File: config.mk
export PLATFORM = sky130hd
export DESIGN_NAME = key_debounce_ctrl_flat
export DESIGN_NICKNAME = d
export VERILOG_FILES = /design/src/rtl/key_debounce_ctrl_if.sv /design/src/rtl/key_debounce_ctrl.sv /design/src/flat_wrapper.sv
export SDC_FILE = /design/constraint.sdc
export NUM_CORES = 1
export LEC_CHECK = 0
export ABC_AREA = 1
export ABC_CLOCK_PERIOD_IN_PS = 5900
export CAP_MARGIN = 20
export CORE_MARGIN = 4
export CORE_UTILIZATION = 50
export DETAILED_ROUTE_END_ITERATION = 12
export GPL_TIMING_DRIVEN = 0
export PLACE_DENSITY = 0.71
export SYNTH_ARGS = -nofsm -noshare
export SYNTH_HDL_FRONTEND = slang
export SYNTH_SLANG_ARGS = --single-unit
File: constraint.sdc
create_clock -name sys_clk -period 5.9 [get_ports sys_clk]
set_input_delay 1.77 -clock sys_clk [delete_from_list [all_inputs] [get_ports sys_clk]]
set_output_delay 1.77 -clock sys_clk [all_outputs]
set_load 0.02 [all_outputs]
File: src/rtl/key_debounce_ctrl_if.sv
// Bundle for the four raw push-buttons and the control registers they drive.
interface key_debounce_ctrl_if;
    logic [3:0] key;
    logic [3:0] key_flag;
    logic [1:0] waveform_counter;
    logic [4:0] freq_counter;
    logic [4:0] freq_counter2;

    modport master (
        output key,
        input  key_flag,
        input  waveform_counter,
        input  freq_counter,
        input  freq_counter2
    );

    modport slave (
        input  key,
        output key_flag,
        output waveform_counter,
        output freq_counter,
        output freq_counter2
    );
endinterface

File: src/rtl/key_debounce_ctrl.sv
// Four-key debouncer: per-key synchronizer and stable-count filter, a one-cycle
// press pulse per key, and the waveform / frequency step registers it drives.
module key_debounce_ctrl #(
    parameter int CNT_MAX   = 999_999,
    parameter int FREQ_MAX  = 31,
    parameter int FREQ_INIT = 0
) (
    input  logic               sys_clk,
    input  logic               sys_rst,
    key_debounce_ctrl_if.slave bus
);

    localparam int              CNT_W     = (CNT_MAX < 1) ? 1 : $clog2(CNT_MAX + 1);
    localparam logic [CNT_W-1:0] CNT_LIMIT = CNT_W'(CNT_MAX);
    localparam logic [4:0]      FREQ_TOP  = 5'(FREQ_MAX);
    localparam logic [4:0]      FREQ_RST  = 5'(FREQ_INIT);

    logic [3:0]       key_p0;
    logic [3:0]       key_p1;
    logic [CNT_W-1:0] cnt_p2 [4];
    logic [3:0]       db_p2;
    logic [3:0]       db_p3;
    logic [3:0]       flag_p3;
    logic [1:0]       wave_p4;
    logic [4:0]       freq_p4;
    logic [4:0]       freq2_p4;

    function automatic logic [4:0] sat_inc(input logic [4:0] v);
        return (v >= FREQ_TOP) ? v : v + 5'd1;
    endfunction

    function automatic logic [4:0] sat_dec(input logic [4:0] v);
        return (v == 5'd0) ? v : v - 5'd1;
    endfunction

    function automatic logic [4:0] freq_step(input logic [4:0] v, input logic up, input logic down);
        logic [4:0] r;
        r = v;
        if (up && !down) begin
            r = sat_inc(v);
        end else if (down && !up) begin
            r = sat_dec(v);
        end
        return r;
    endfunction

    // Stage p0/p1: two-flop synchronizer; idle level is released (1).
    always_ff @(posedge sys_clk or posedge sys_rst) begin
        if (sys_rst) begin
            key_p0 <= 4'hF;
            key_p1 <= 4'hF;
        end else begin
            key_p0 <= bus.key;
            key_p1 <= key_p0;
        end
    end

    // Stage p2: independent stable-count filter per key. The state flips only
    // on the (CNT_MAX+1)-th consecutive cycle that the synchronized level differs.
    always_ff @(posedge sys_clk or posedge sys_rst) begin
        if (sys_rst) begin
            for (int i = 0; i < 4; i++) begin
                cnt_p2[i] <= '0;
            end
            db_p2 <= 4'hF;
        end else begin
            for (int i = 0; i < 4; i++) begin
                if (key_p1[i] == db_p2[i]) begin
                    cnt_p2[i] <= '0;
                end else if (cnt_p2[i] == CNT_LIMIT) begin
                    db_p2[i]  <= key_p1[i];
                    cnt_p2[i] <= '0;
                end else begin
                    cnt_p2[i] <= cnt_p2[i] + CNT_W'(1);
                end
            end
        end
    end

    // Stage p3: press pulse on a debounced 1->0 transition only.
    always_ff @(posedge sys_clk or posedge sys_rst) begin
        if (sys_rst) begin
            db_p3   <= 4'hF;
            flag_p3 <= 4'h0;
        end else begin
            db_p3   <= db_p2;
            flag_p3 <= db_p3 & ~db_p2;
        end
    end

    // Stage p4: control registers act on the edge that ends the pulse cycle.
    always_ff @(posedge sys_clk or posedge sys_rst) begin
        if (sys_rst) begin
            wave_p4  <= 2'd0;
            freq_p4  <= FREQ_RST;
            freq2_p4 <= 5'd0;
        end else begin
            if (flag_p3[0]) begin
                wave_p4 <= wave_p4 + 2'd1;
            end
            freq_p4 <= freq_step(freq_p4, flag_p3[1], flag_p3[2]);
            if (flag_p3[3]) begin
                freq2_p4 <= freq2_p4 + 5'd1;
            end
        end
    end

    assign bus.key_flag         = flag_p3;
    assign bus.waveform_counter = wave_p4;
    assign bus.freq_counter     = freq_p4;
    assign bus.freq_counter2    = freq2_p4;

endmodule

File: src/flat_wrapper.sv
// flat-port wrapper written by rule: the top's interface ports become plain ports
module key_debounce_ctrl_flat 
#(
    parameter int CNT_MAX   = 999_999,
    parameter int FREQ_MAX  = 31,
    parameter int FREQ_INIT = 0
)
  (sys_clk, sys_rst, bus_key, bus_key_flag, bus_waveform_counter, bus_freq_counter, bus_freq_counter2);
  key_debounce_ctrl_if bus_i ();
  input  logic sys_clk;
  input  logic sys_rst;
  input wire logic [$bits(bus_i.key)-1:0] bus_key;
  output wire logic [$bits(bus_i.key_flag)-1:0] bus_key_flag;
  output wire logic [$bits(bus_i.waveform_counter)-1:0] bus_waveform_counter;
  output wire logic [$bits(bus_i.freq_counter)-1:0] bus_freq_counter;
  output wire logic [$bits(bus_i.freq_counter2)-1:0] bus_freq_counter2;
  assign bus_i.key = bus_key;
  assign bus_key_flag = bus_i.key_flag;
  assign bus_waveform_counter = bus_i.waveform_counter;
  assign bus_freq_counter = bus_i.freq_counter;
  assign bus_freq_counter2 = bus_i.freq_counter2;
  key_debounce_ctrl #(.CNT_MAX(CNT_MAX), .FREQ_MAX(FREQ_MAX), .FREQ_INIT(FREQ_INIT)) u_core (.sys_clk(sys_clk), .sys_rst(sys_rst), .bus(bus_i));
endmodule
== Yosys cells after proc, flatten, opt, wreduce, memory -nomap -nowiden ==
Cells that the tools add are included.

* Register bits: 112
* Input bits: 6
* Output and inout port bits: 16
* Logic and storage cells: 63

* Add/sub/neg operators: 8
* $lt $le $gt $ge: 1
* Equality and inequality tests: 10
* Multiplexer cells: 12
* Bitwise logic cells: 6
* Reductions and logical operators: 11

{| class="wikitable"
|+ Operators with widths
! kind !! count
|-
| 20-bit two-way mux || 8
|-
| 20-bit by 1-bit adder with 20-bit output (second input constant) || 4
|-
| 20-bit == test (second input constant) || 4
|-
| 5-bit two-way mux || 4
|-
| 5-bit by 1-bit adder with 5-bit output (second input constant) || 2
|-
| 2-bit AND reduction || 4
|-
| 5-bit greater-or-equal comparator (second input constant) || 1
|-
| 5-bit logical NOT || 1
|-
| 5-bit by 1-bit subtractor with 5-bit output (second input constant) || 1
|-
| 4-bit AND || 1
|-
| 1-bit == test || 4
|-
| 1-bit NOT || 4
|-
| 4-bit NOT || 1
|-
| 3-bit AND reduction || 1
|-
| 2-bit by 1-bit adder with 2-bit output (second input constant) || 1
|-
| 1-bit logical AND || 2
|-
| 1-bit logical NOT || 2
|-
| 2-bit by 1-bit inequality test with 1-bit output (second input constant) || 1
|-
| 2-bit inequality test (second input constant) || 1
|-
| 2-bit nonzero test || 1
|}

== Depth between registers and ports, before layout ==
Gate-level depths: netlist of run 1.

* Word-level depth: 4
* Depth in mapped cells: 10

== Least setup slack after synthesis of run 1 ==
No wires, ideal clock.

* Path kind: register -> output
* From: register u_core.freq_p4[0], in the netlist u_core.bus.freq_counter[0]
* To: output port bus_freq_counter[0]
* Arrival: 518 ps
* Slack: 3612 ps
* Stages on the path, launching flop included: 1
* Buffers on the path: 0
* Cell sequence: dfrtp_1

{| class="wikitable"
|+ RTL lines
! item !! RTL line !! source
|-
| start, declared || key_debounce_ctrl.sv:25 || <nowiki>logic [4:0] freq_p4;</nowiki>
|-
| start signal, assigned || key_debounce_ctrl.sv:101 || <nowiki>freq_p4 <= freq_step(freq_p4, flag_p3[1], flag_p3[2]);</nowiki>
|-
| end, declared || flat_wrapper.sv:15 || <nowiki>output wire logic [$bits(bus_i.freq_counter)-1:0] bus_freq_counter;</nowiki>
|}

No word-level cell between the ends.

== Final worst setup path of run 1 ==
* From: register u_core.freq_p4[0], in the netlist u_core.bus.freq_counter[0]
* To: output port bus_freq_counter[0]

No word-level cell between the ends.

==> results.cfg, run 1 <==
[timing]
fin_crit_ns = 3.262
drv_slew = 0
min_period_over_period_pct = 55.29
worstMarginPinSlew_ns = 0.7813
hold_violations = 0
setup_viol = 0
grt_setup_unrepaired = no
max_slew_margin_pct = 47.91
clock.fmax_mhz = 306.5
fin_skew_ns = 0.006336
finalSetupTns_ns = 0
hold_ws_ns = 0.3509

[critical_path]
cpMaxStageDelayCell = clkdlybuf4s50_1
crit_arrival_ns = 1.49
path_max_fanout = 6
worst-path-buf-inv = 1
required_ns = 4.13
end_kind = primary output
crit_chain = clkdlybuf4s50_1
r2r_cells = 9
critical_path.startpoint_type = flop
critPathTopFamily = buffers and inverters
crit_start = u_core.bus.freq_counter[0]$_DFFE_PP0P_
slowest_delay_ns = 0.66
worstSetupPathDepth = 1
rr_startpoint = u_core.bus.key_flag[2]$_DFF_PP0_
crit_type = flop to primary output

[min_path]
min-delay-path-class = flop to flop
hold_path.startpoint = u_core.key_p0[3]$_DFF_PP1_
hold_path_depth = 0

[clock_network]
clock_latency_ns = 0.35
hold_buffers = 0
clk_pin_slew_ns = 0.07
clockRootBuffer = clkbuf_16
htreeDepth = 3
cts_resized = 0
numClockSinks = 112
clock_path_buffers = 2
post_cts.repair.setup_buffers = 0
numCtsBuffers = 9
cts_tree = built

[run]
maxCapViolCount = 0

[global_route]
grtUsageTotal_pct = 18.35
antenna_found_initial = 0
grt_pass1_vias = 4666
grt_overflow = 0
grt_max_degree = 64
grt_pass1_wl_mm = 20.33

[drt]
num_vias = 4654
drc = 0
final_antenna_net_count = 0
post_drt_wl_per_cell_um = 12.36
dr.pass1.iters = 4
drt_iter0_drc = 337
via_per_inst = 5.148
wl_mm = 11.17

[power_and_ir_drop]
swShare_pct = 20.73
p_per_area_nw_per_um2 = 228.5
pwr-share-seq_pct = 51.5
p_leak_uw = 0.002897
p_clk_share_pct = 45.2
power_frac_comb_pct = 3.3
max-vdd-ir-drop_mv = 0.1520
internal-power_uw = 1211
p_sw_uw = 316.5

[synthesis]
ys_types = 36
ys_ff_latch = 112
yosysSeqAreaShare_pct = 47.68
synthCells = 723
syn-num-nets = 738
avgSynthCellArea_um2 = 8.189
syn_area_um2 = 5921
synth.yosys.warnings = 0

[layout]
drive_gt1_share_pct = 10.64
finalNetCount = 771
nFillCells = 1056
ff_latch_area_um2 = 2823
multi_input_comb_area_um2 = 2790
diodes = 0
area_growth_pct = 12.89

[placement]
gp_congestion = 0.8577
port_buffers = 21
place_hpwl_mm = 8.236

[die]
dieHeight_um = 116.8
start_util_pct = 51.41
die_area_um2 = 13650
die_x_um = 116.8
ios = 22
core_um2 = 11520
rows = 39

[outcome]
status = finished, final reports clean
## worst register-to-register path: cells and delay by family, from the launching register on
kind                     cells  cell delay (ns)
adder cells (fa/ha/maj)      1             0.45
buffers and inverters        1             0.08
AO/OA/AOI/OAI                2             0.30
flip-flops                   1             0.39
AND/OR/NAND/NOR              5             0.40
## cells by family after synthesis
| family | count (synthesis) | synth area share [%] |
|---|---|---|
| multiplexers | 1 | 0.1902 |
| adder cells (fa/ha/maj) | 9 | 2.029 |
| AND/OR/NAND/NOR | 433 | 33.60 |
| XOR/XNOR | 53 | 8.221 |
| flip-flops | 112 | 47.68 |
| buffers and inverters | 81 | 5.199 |
| AO/OA/AOI/OAI | 34 | 3.085 |
## metal layers
metal	track usage [%]	wire [um]	vias to the layer above
met5	0	0	-
met4	6.040	139	0
met3	4.165	399	14
met2	31.63	5614	75
met1	22.90	5019	2231
li1	-	-	2334
## layout by cell type (no fill, tap or decap), drive strengths merged, types with 2 or more instances in the layout
| master | n |
|---|---|
| a21oi | 18 |
| and2 | 6 |
| buf | 2 |
| bufinv | 3 |
| clkbuf | 9 |
| clkdlybuf4s50 | 21 |
| clkinvlp | 2 |
| dfrtp | 96 |
| dfstp | 16 |
| ha | 8 |
| inv | 81 |
| nand2 | 151 |
| nand3 | 72 |
| nand3b | 3 |
| nand4 | 11 |
| nor2 | 180 |
| nor3 | 8 |
| nor3b | 2 |
| o21ai | 14 |
| xnor2 | 18 |
| xor2 | 35 |
## path summary, 6_finish.rpt
kind / end / slack, ns
setup / recovery: bus_freq_counter[0] / 2.64
hold / removal: u_core.key_p1[3]$_DFF_PP1_ / 0.35
setup reg to reg: u_core.bus.freq_counter[4]$_DFFE_PP0P_ / 4.17
hold reg to reg: u_core.key_p1[3]$_DFF_PP1_ / 0.35
max in group asynchronous: u_core.db_p2[3]$_DFFE_PP1P_ / 3.21
min in group asynchronous: u_core.cnt_p2[23]$_DFF_PP0_ / 1.92
## flip-flops by register name, summed over array words and instances, names as in the netlist
signal and count:
u_core.bus.waveform_counter 2, u_core.key_p1 4, u_core.bus.freq_counter 5, u_core.db_p3 4, u_core.bus.freq_counter2 5, u_core.cnt_p2 80, u_core.db_p2 4, u_core.key_p0 4
u_core.bus.key_flag 4
## cell type report
cell class	count	area share, %
clock inverter	7	1.778
timing repair buffer	22	3.557
tap	143	2.677
clock buffer	9	3.370
inverter	80	4.568
multi-input combinational	530	41.74
buffer	1	0.07488
sequential	112	42.23
## cells in the mapped netlist, drive strengths merged
cell type,instances,area [um^2]
a21oi,18,93.84
and2,6,37.54
buf,1,5.000
dfrtp,96,2402
dfstp,16,420.4
fa,1,20.02
ha,8,100.1
inv,80,302.8
mux2,1,11.26
nand2,151,609.3
nand3,72,405.4
nand3b,3,22.52
nand4,11,68.82
nor2,180,740.7
nor3,8,78.83
nor3b,2,26.28
o21a,1,7.510
o21ai,14,73.82
o21bai,1,7.510
xnor2,18,157.7
xor2,35,329.1
## power by group through the flow
stage / Sequential, uW / Combinational (uW) / Clock [uW]
floorplan: 800 / 36.1 / 0
global placement: 800 / 48.9 / 0
detailed placement: 801 / 52.7 / 0
CTS: 786 / 52.9 / 711
global route: 787 / 59.8 / 744
finish: 786 / 50.6 / 690
## metrics by stage
stage	total power (uW)	setup WS [ns]	std cells	utilization, %	area [um^2]
detailed placement	853.5	2.764	888	55.05	6340
global placement	849.4	-0.4448	887	54.79	6310
finish	1527	2.638	904	58.04	6684
CTS	1550	2.611	904	58.04	6684
floorplan	835.6	1.197	723	-	5921
global route	1591	2.562	904	58.04	6684
Note: power is estimated with default switching activity, not from simulation.
==> inputs of run 2 (changes only) <==
--- a/config.mk
+++ b/config.mk
@@ -6,13 +6,13 @@
 export NUM_CORES = 1
 export LEC_CHECK = 0
 export ABC_AREA = 1
-export ABC_CLOCK_PERIOD_IN_PS = 5900
+export ABC_CLOCK_PERIOD_IN_PS = 2600
 export CAP_MARGIN = 20
 export CORE_MARGIN = 4
 export CORE_UTILIZATION = 50
 export DETAILED_ROUTE_END_ITERATION = 12
 export GPL_TIMING_DRIVEN = 0
-export PLACE_DENSITY = 0.71
+export PLACE_DENSITY = 0.74
 export SYNTH_ARGS = -nofsm -noshare
 export SYNTH_HDL_FRONTEND = slang
 export SYNTH_SLANG_ARGS = --single-unit
==> constraint.sdc (replaced) <==
create_clock -name sys_clk -period 2.6 [get_ports sys_clk]
set_input_delay 0.78 -clock sys_clk [delete_from_list [all_inputs] [get_ports sys_clk]]
set_output_delay 0.78 -clock sys_clk [all_outputs]
set_load 0.02 [all_outputs]
==> run 2 against run 1 <==
Compared with the run above: utilization down 0.24 points; final area down 0.41%; critical path depth unchanged; combinational power rose by 140%; clock power is 90% higher; worst setup slack worse by 2.3 ns; first-iteration DRC count fell by 22%.
==> results.cfg, run 2 (synthesis results as in run 1) <==
[timing]
drv_slew = 0
finalSetupTns_ns = 0
clock.fmax_mhz = 443.6
hold_violations = 0
fin_skew_ns = 0.01106
max_slew_margin_pct = 69.88
worstMarginPinSlew_ns = 0.4514
hold_ws_ns = 0.3556
min_period_over_period_pct = 86.69
setup_viol = 0
fin_crit_ns = 2.254
grt_setup_unrepaired = no

[layout]
top_register = u_core.cnt_p2
drive_gt1_share_pct = 10.75
finalNetCount = 773
area_growth_pct = 12.43
layout_common_cells = 166 x nor2_1, 140 x nand2_1, 96 x dfrtp_1
multi_input_comb_area_um2 = 2790
largest_reg_flops = 80
diodes = 0
final_common_cell = nor2_1
nFillCells = 1029
ff_latch_area_um2 = 2823

[drt]
top_layer = met4
drt_iter0_drc = 262
dr.pass1.iters = 4
via_per_inst = 5.093
route.met3.wl_um = 332
num_vias = 4614
wl_mm = 11.01
met2WireLength_mm = 5.602
final_antenna_net_count = 0
wl_met1_mm = 5.000
post_drt_wl_per_cell_um = 12.16
drc = 0

[clock_network]
cts_resized = 0
clockRootBuffer = clkbuf_16
hold_buffers = 0
numCtsBuffers = 9
clock_latency_ns = 0.35
numClockSinks = 112
cts_tree = built
htreeDepth = 3
post_cts.repair.setup_buffers = 0
clk_pin_slew_ns = 0.07
clock_path_buffers = 2

[die]
start_util_pct = 51.41
die_area_um2 = 13650
dieHeight_um = 116.8
ios = 22
core_um2 = 11520
die_x_um = 116.8
rows = 39

[placement]
gp_congestion = 0.8972
place_hpwl_mm = 8.255
port_buffers = 21

[global_route]
grt_pass1_vias = 4525
grt_overflow = 0
grt_pass1_wl_mm = 19.79
grt_max_degree = 42
antenna_found_initial = 0
grtUsageTotal_pct = 17.74

[outcome]
status = finished, final reports clean

[power_and_ir_drop]
p_sw_uw = 719.4
p_leak_uw = 0.002886
p_per_area_nw_per_um2 = 482.9
internal-power_uw = 2495
power_frac_comb_pct = 3.8
max-vdd-ir-drop_mv = 0.3648
p_clk_share_pct = 40.7
pwr-share-seq_pct = 55.5
swShare_pct = 22.38

[critical_path]
critPathTopFamily = buffers and inverters
worst-path-buf-inv = 1
crit_chain = clkdlybuf4s50_1
ff2ff_setup_slack_ns = 0.86
slowest_delay_ns = 0.66
cpMaxStageDelayCell = clkdlybuf4s50_1
crit_arrival_ns = 1.47
crit_type = flop to primary output
critical_path.startpoint_type = flop
end_kind = primary output
path_max_fanout = 6
required_ns = 1.82

[run]
maxCapViolCount = 0

[min_path]
min-delay-path-class = flop to flop
==> run 2: cell count changes in the layout (fill, tap and decap cells not counted) <==
cell        previous run  this run
clkbuf_1               0         1
clkinvlp_4             2         1
clkbuf_8               0         1
buf_16                 1         0
inv_4                  2         1
inv_6                  1         2
bufinv_16              3         0
clkinv_4               0         2
buf_12                 0         3
==> run 2: path summary, 6_finish.rpt <==
kind	startpoint	to	cells past startpoint
max in group asynchronous	sys_rst	u_core.key_p1[0]$_DFF_PP1_	5
hold / removal	u_core.key_p0[1]$_DFF_PP1_	u_core.key_p1[1]$_DFF_PP1_	0
setup reg to reg	u_core.bus.key_flag[2]$_DFF_PP0_	u_core.bus.freq_counter[4]$_DFFE_PP0P_	9
min in group asynchronous	sys_rst	u_core.cnt_p2[24]$_DFF_PP0_	2
hold reg to reg	u_core.key_p0[1]$_DFF_PP1_	u_core.key_p1[1]$_DFF_PP1_	0
setup / recovery	u_core.bus.freq_counter[0]$_DFFE_PP0P_	bus_freq_counter[0]	1
==> run 2: power groups by stage <==
| stage | combinational, uW | clock [uW] | sequential [uW] |
|---|---|---|---|
| 2_1_floorplan | 82.3 | 0 | 1810 |
| 3_3_place_gp | 112 | 0 | 1820 |
| 3_5_place_dp | 125 | 0 | 1820 |
| 4_1_cts | 126 | 1370 | 1780 |
| 5_1_grt | 139 | 1430 | 1790 |
| 6_report | 121 | 1310 | 1780 |
==> run 2: metal layers <==
metal  GRT usage [%]  vias to the layer above
li1                -                     2336
met1           22.47                     2213
met2           31.51                       59
met3           3.753                        6
met4           3.593                        0
met5               0                        -
==> run 2: area by class of cell <==
cell class	instances	area share, %
multi-input cells	530	41.92
well taps	143	2.688
repair buffers	24	4.060
flip-flops and latches	112	42.41
clock inverters	5	0.6015
plain buffers	1	0.07519
clock buffers	11	3.647
inverters	80	4.605
==> run 2: per-stage QoR <==
| stage | power (uW) | util [%] | instance area [um^2] | std cells | worst slack [ns] |
|---|---|---|---|---|---|
| after floorplan | 1897 | - | 5924 | 723 | 0.4756 |
| after global placement | 1928 | 54.82 | 6314 | 887 | -0.6015 |
| after detailed placement | 1943 | 55.35 | 6374 | 890 | 0.4614 |
| after CTS | 3276 | 57.80 | 6656 | 906 | 0.3357 |
| after global routing | 3356 | 57.80 | 6656 | 906 | 0.3037 |
| final | 3214 | 57.80 | 6656 | 906 | 0.3460 |
==> inputs of run 3 (changes only) <==
--- a/config.mk
+++ b/config.mk
@@ -10,9 +10,11 @@
 export CAP_MARGIN = 20
 export CORE_MARGIN = 4
 export CORE_UTILIZATION = 50
+export CTS_CLUSTER_SIZE = 12
 export DETAILED_ROUTE_END_ITERATION = 12
 export GPL_TIMING_DRIVEN = 0
-export PLACE_DENSITY = 0.74
+export PLACE_DENSITY = 0.8
+export RECOVER_POWER = 50
 export SYNTH_ARGS = -nofsm -noshare
 export SYNTH_HDL_FRONTEND = slang
 export SYNTH_SLANG_ARGS = --single-unit
==> run 3 against run 2 <==
Compared with the run above: final area is 0.70% lower; via count fell by 1.0%; clock skew fell by 0.0061 ns; flip-flop and latch count did not move; worst setup slack got worse by 0.018 ns; non-clock buffer count is the same; power rose by 4.4%; clock-buffer cell count shrank 1; global-route usage up 0.29 points; critical path type unchanged; highest routed layer unchanged.
==> results.cfg, run 3 (synthesis results as in run 1) <==
[outcome]
status = finished, final reports clean

[power_and_ir_drop]
pwr-share-seq_pct = 53.1
p_leak_uw = 0.002888
power_uw = 3355
swShare_pct = 22.68
p_sw_uw = 760.9
power_frac_comb_pct = 3.4
p_clk_share_pct = 43.4
max-vdd-ir-drop_mv = 0.4172
p_per_area_nw_per_um2 = 507.5
internal-power_uw = 2594

[critical_path]
r2r_cells = 4
critical_path.startpoint_type = flop
crit_chain = clkdlybuf4s50_1
end_kind = primary output
rr_endpoint = u_core.cnt_p2[64]$_DFF_PP0_
crit_type = flop to primary output
critPathTopFamily = buffers and inverters
path_max_fanout = 6
worst-path-buf-inv = 1
required_ns = 1.82
rr_startpoint = u_core.db_p2[0]$_DFFE_PP1P_
cpMaxStageDelayCell = clkdlybuf4s50_1
ff2ff_setup_slack_ns = 0.70
crit_arrival_ns = 1.49
slowest_delay_ns = 0.66

[drt]
num_vias = 4567
wl_mm = 11.10
post_drt_wl_per_cell_um = 12.25
drt_iter0_drc = 284
drc = 0
dr.pass1.iters = 4
via_per_inst = 5.041
final_antenna_net_count = 0

[timing]
fin_skew_ns = 0.004932
clock.fmax_mhz = 440.1
finalSetupTns_ns = 0
grt_setup_unrepaired = no
drv_slew = 0
worstMarginPinSlew_ns = 0.9120
hold_ws_ns = 0.3573
hold_violations = 0
fin_crit_ns = 2.272
max_slew_margin_pct = 38.87
min_period_over_period_pct = 87.40
setup_viol = 0

[placement]
port_buffers = 21
place_hpwl_mm = 8.070
gp_congestion = 0.9247
dp_cells = 890
place_area_um2 = 6374

[global_route]
antenna_found_initial = 0
grt_pass1_wl_mm = 20.10
grtUsageTotal_pct = 18.03
grt_pass1_vias = 4452
grt_overflow = 0
grt_max_degree = 34

[layout]
drive_gt1_share_pct = 8.388
instances_no_fill = 906
top_register = u_core.cnt_p2
largest_reg_flops = 80
finalNetCount = 773
finish.instance_area_um2 = 6610
diodes = 0
layout_common_cells = 166 x nor2_1, 145 x nand2_1, 96 x dfrtp_1
area_growth_pct = 11.64
final_common_cell = nor2_1

[clock_network]
clockRootBuffer = clkbuf_16
clock_path_buffers = 2
clock_latency_ns = 0.35
hold_buffers = 0
htreeDepth = 3
numClockSinks = 112
cts_tree = built
cts_resized = 0
clk_pin_slew_ns = 0.08
numCtsBuffers = 9
post_cts.repair.setup_buffers = 0

[die]
rows = 39
dieHeight_um = 116.8
die_x_um = 116.8
core_um2 = 11520
die_area_um2 = 13650
start_util_pct = 51.41
ios = 22

[min_path]
hold_path.startpoint = u_core.key_p0[2]$_DFF_PP1_
min-delay-path-class = flop to flop
hold_end = u_core.key_p1[2]$_DFF_PP1_
hold_path_depth = 0

[run]
maxCapViolCount = 0
[run 3: cell types whose count changed in the layout (fill, tap and decap cells not counted), moves of 3 or more]
cell | previous run | this run
clkdlybuf4s50_1 | 21 | 16
dfstp_1 | 0 | 4
dfstp_2 | 16 | 12
dlygate4sd3_1 | 0 | 5
inv_1 | 75 | 78
inv_2 | 3 | 0
nand2_1 | 140 | 145
nand2_2 | 8 | 5
xor2_1 | 32 | 35
xor2_2 | 3 | 0
[run 3: worst max path at each step]
stage                                            from                                      end  slack, ns  cells after the start
2_1_floorplan                                 sys_rst  u_core.bus.freq_counter2[0]$_DFFE_PP0P_       0.48                      1
3_3_place_gp                                  sys_rst              u_core.cnt_p2[11]$_DFF_PP0_      -0.60                      2
3_5_place_dp                                  sys_rst              u_core.db_p2[3]$_DFFE_PP1P_       0.32                      5
4_1_cts        u_core.bus.freq_counter[0]$_DFFE_PP0P_                      bus_freq_counter[0]       0.32                      1
5_1_grt                                       sys_rst               u_core.key_p1[3]$_DFF_PP1_       0.16                      5
6_report       u_core.bus.freq_counter[0]$_DFFE_PP0P_                      bus_freq_counter[0]       0.33                      1
[run 3: power groups by stage]
| stage | combinational [uW] | sequential [uW] | clock [uW] |
|---|---|---|---|
| floorplan | 82.3 | 1810 | 0 |
| global placement | 112 | 1820 | 0 |
| detailed placement | 126 | 1820 | 0 |
| CTS | 127 | 1780 | 1500 |
| global route | 137 | 1790 | 1560 |
| finish | 115 | 1780 | 1460 |
[run 3: cell type report]
| type | count | area (um^2) |
|---|---|---|
| Fill cell | 1062 | 4906 |
| Multi-Input combinational cell | 530 | 2716 |
| Sequential cell | 112 | 2823 |
| Inverter | 80 | 302.8 |
| Timing Repair Buffer | 24 | 270.3 |
| Buffer | 1 | 3.754 |
| Clock inverter | 6 | 76.32 |
| Tap cell | 143 | 178.9 |
| Clock buffer | 10 | 239.0 |
[run 3: through the flow]
step	util (%)	worst slack (ns)
after floorplan	-	0.4756
after CTS	58.08	0.3205
after global routing	57.40	0.1603
final	57.40	0.3276
after global placement	54.82	-0.6011
after detailed placement	55.35	0.3241
[run 3: routing by layer]
layer	vias to the layer above	track usage, %	wire, um	part of all wire, %
met5	-	0	0	0
met4	0	4.740	182	1.6
met3	18	3.393	319	2.9
met2	72	30.38	5364	48
met1	2138	24.12	5236	47
li1	2339	-	-	-
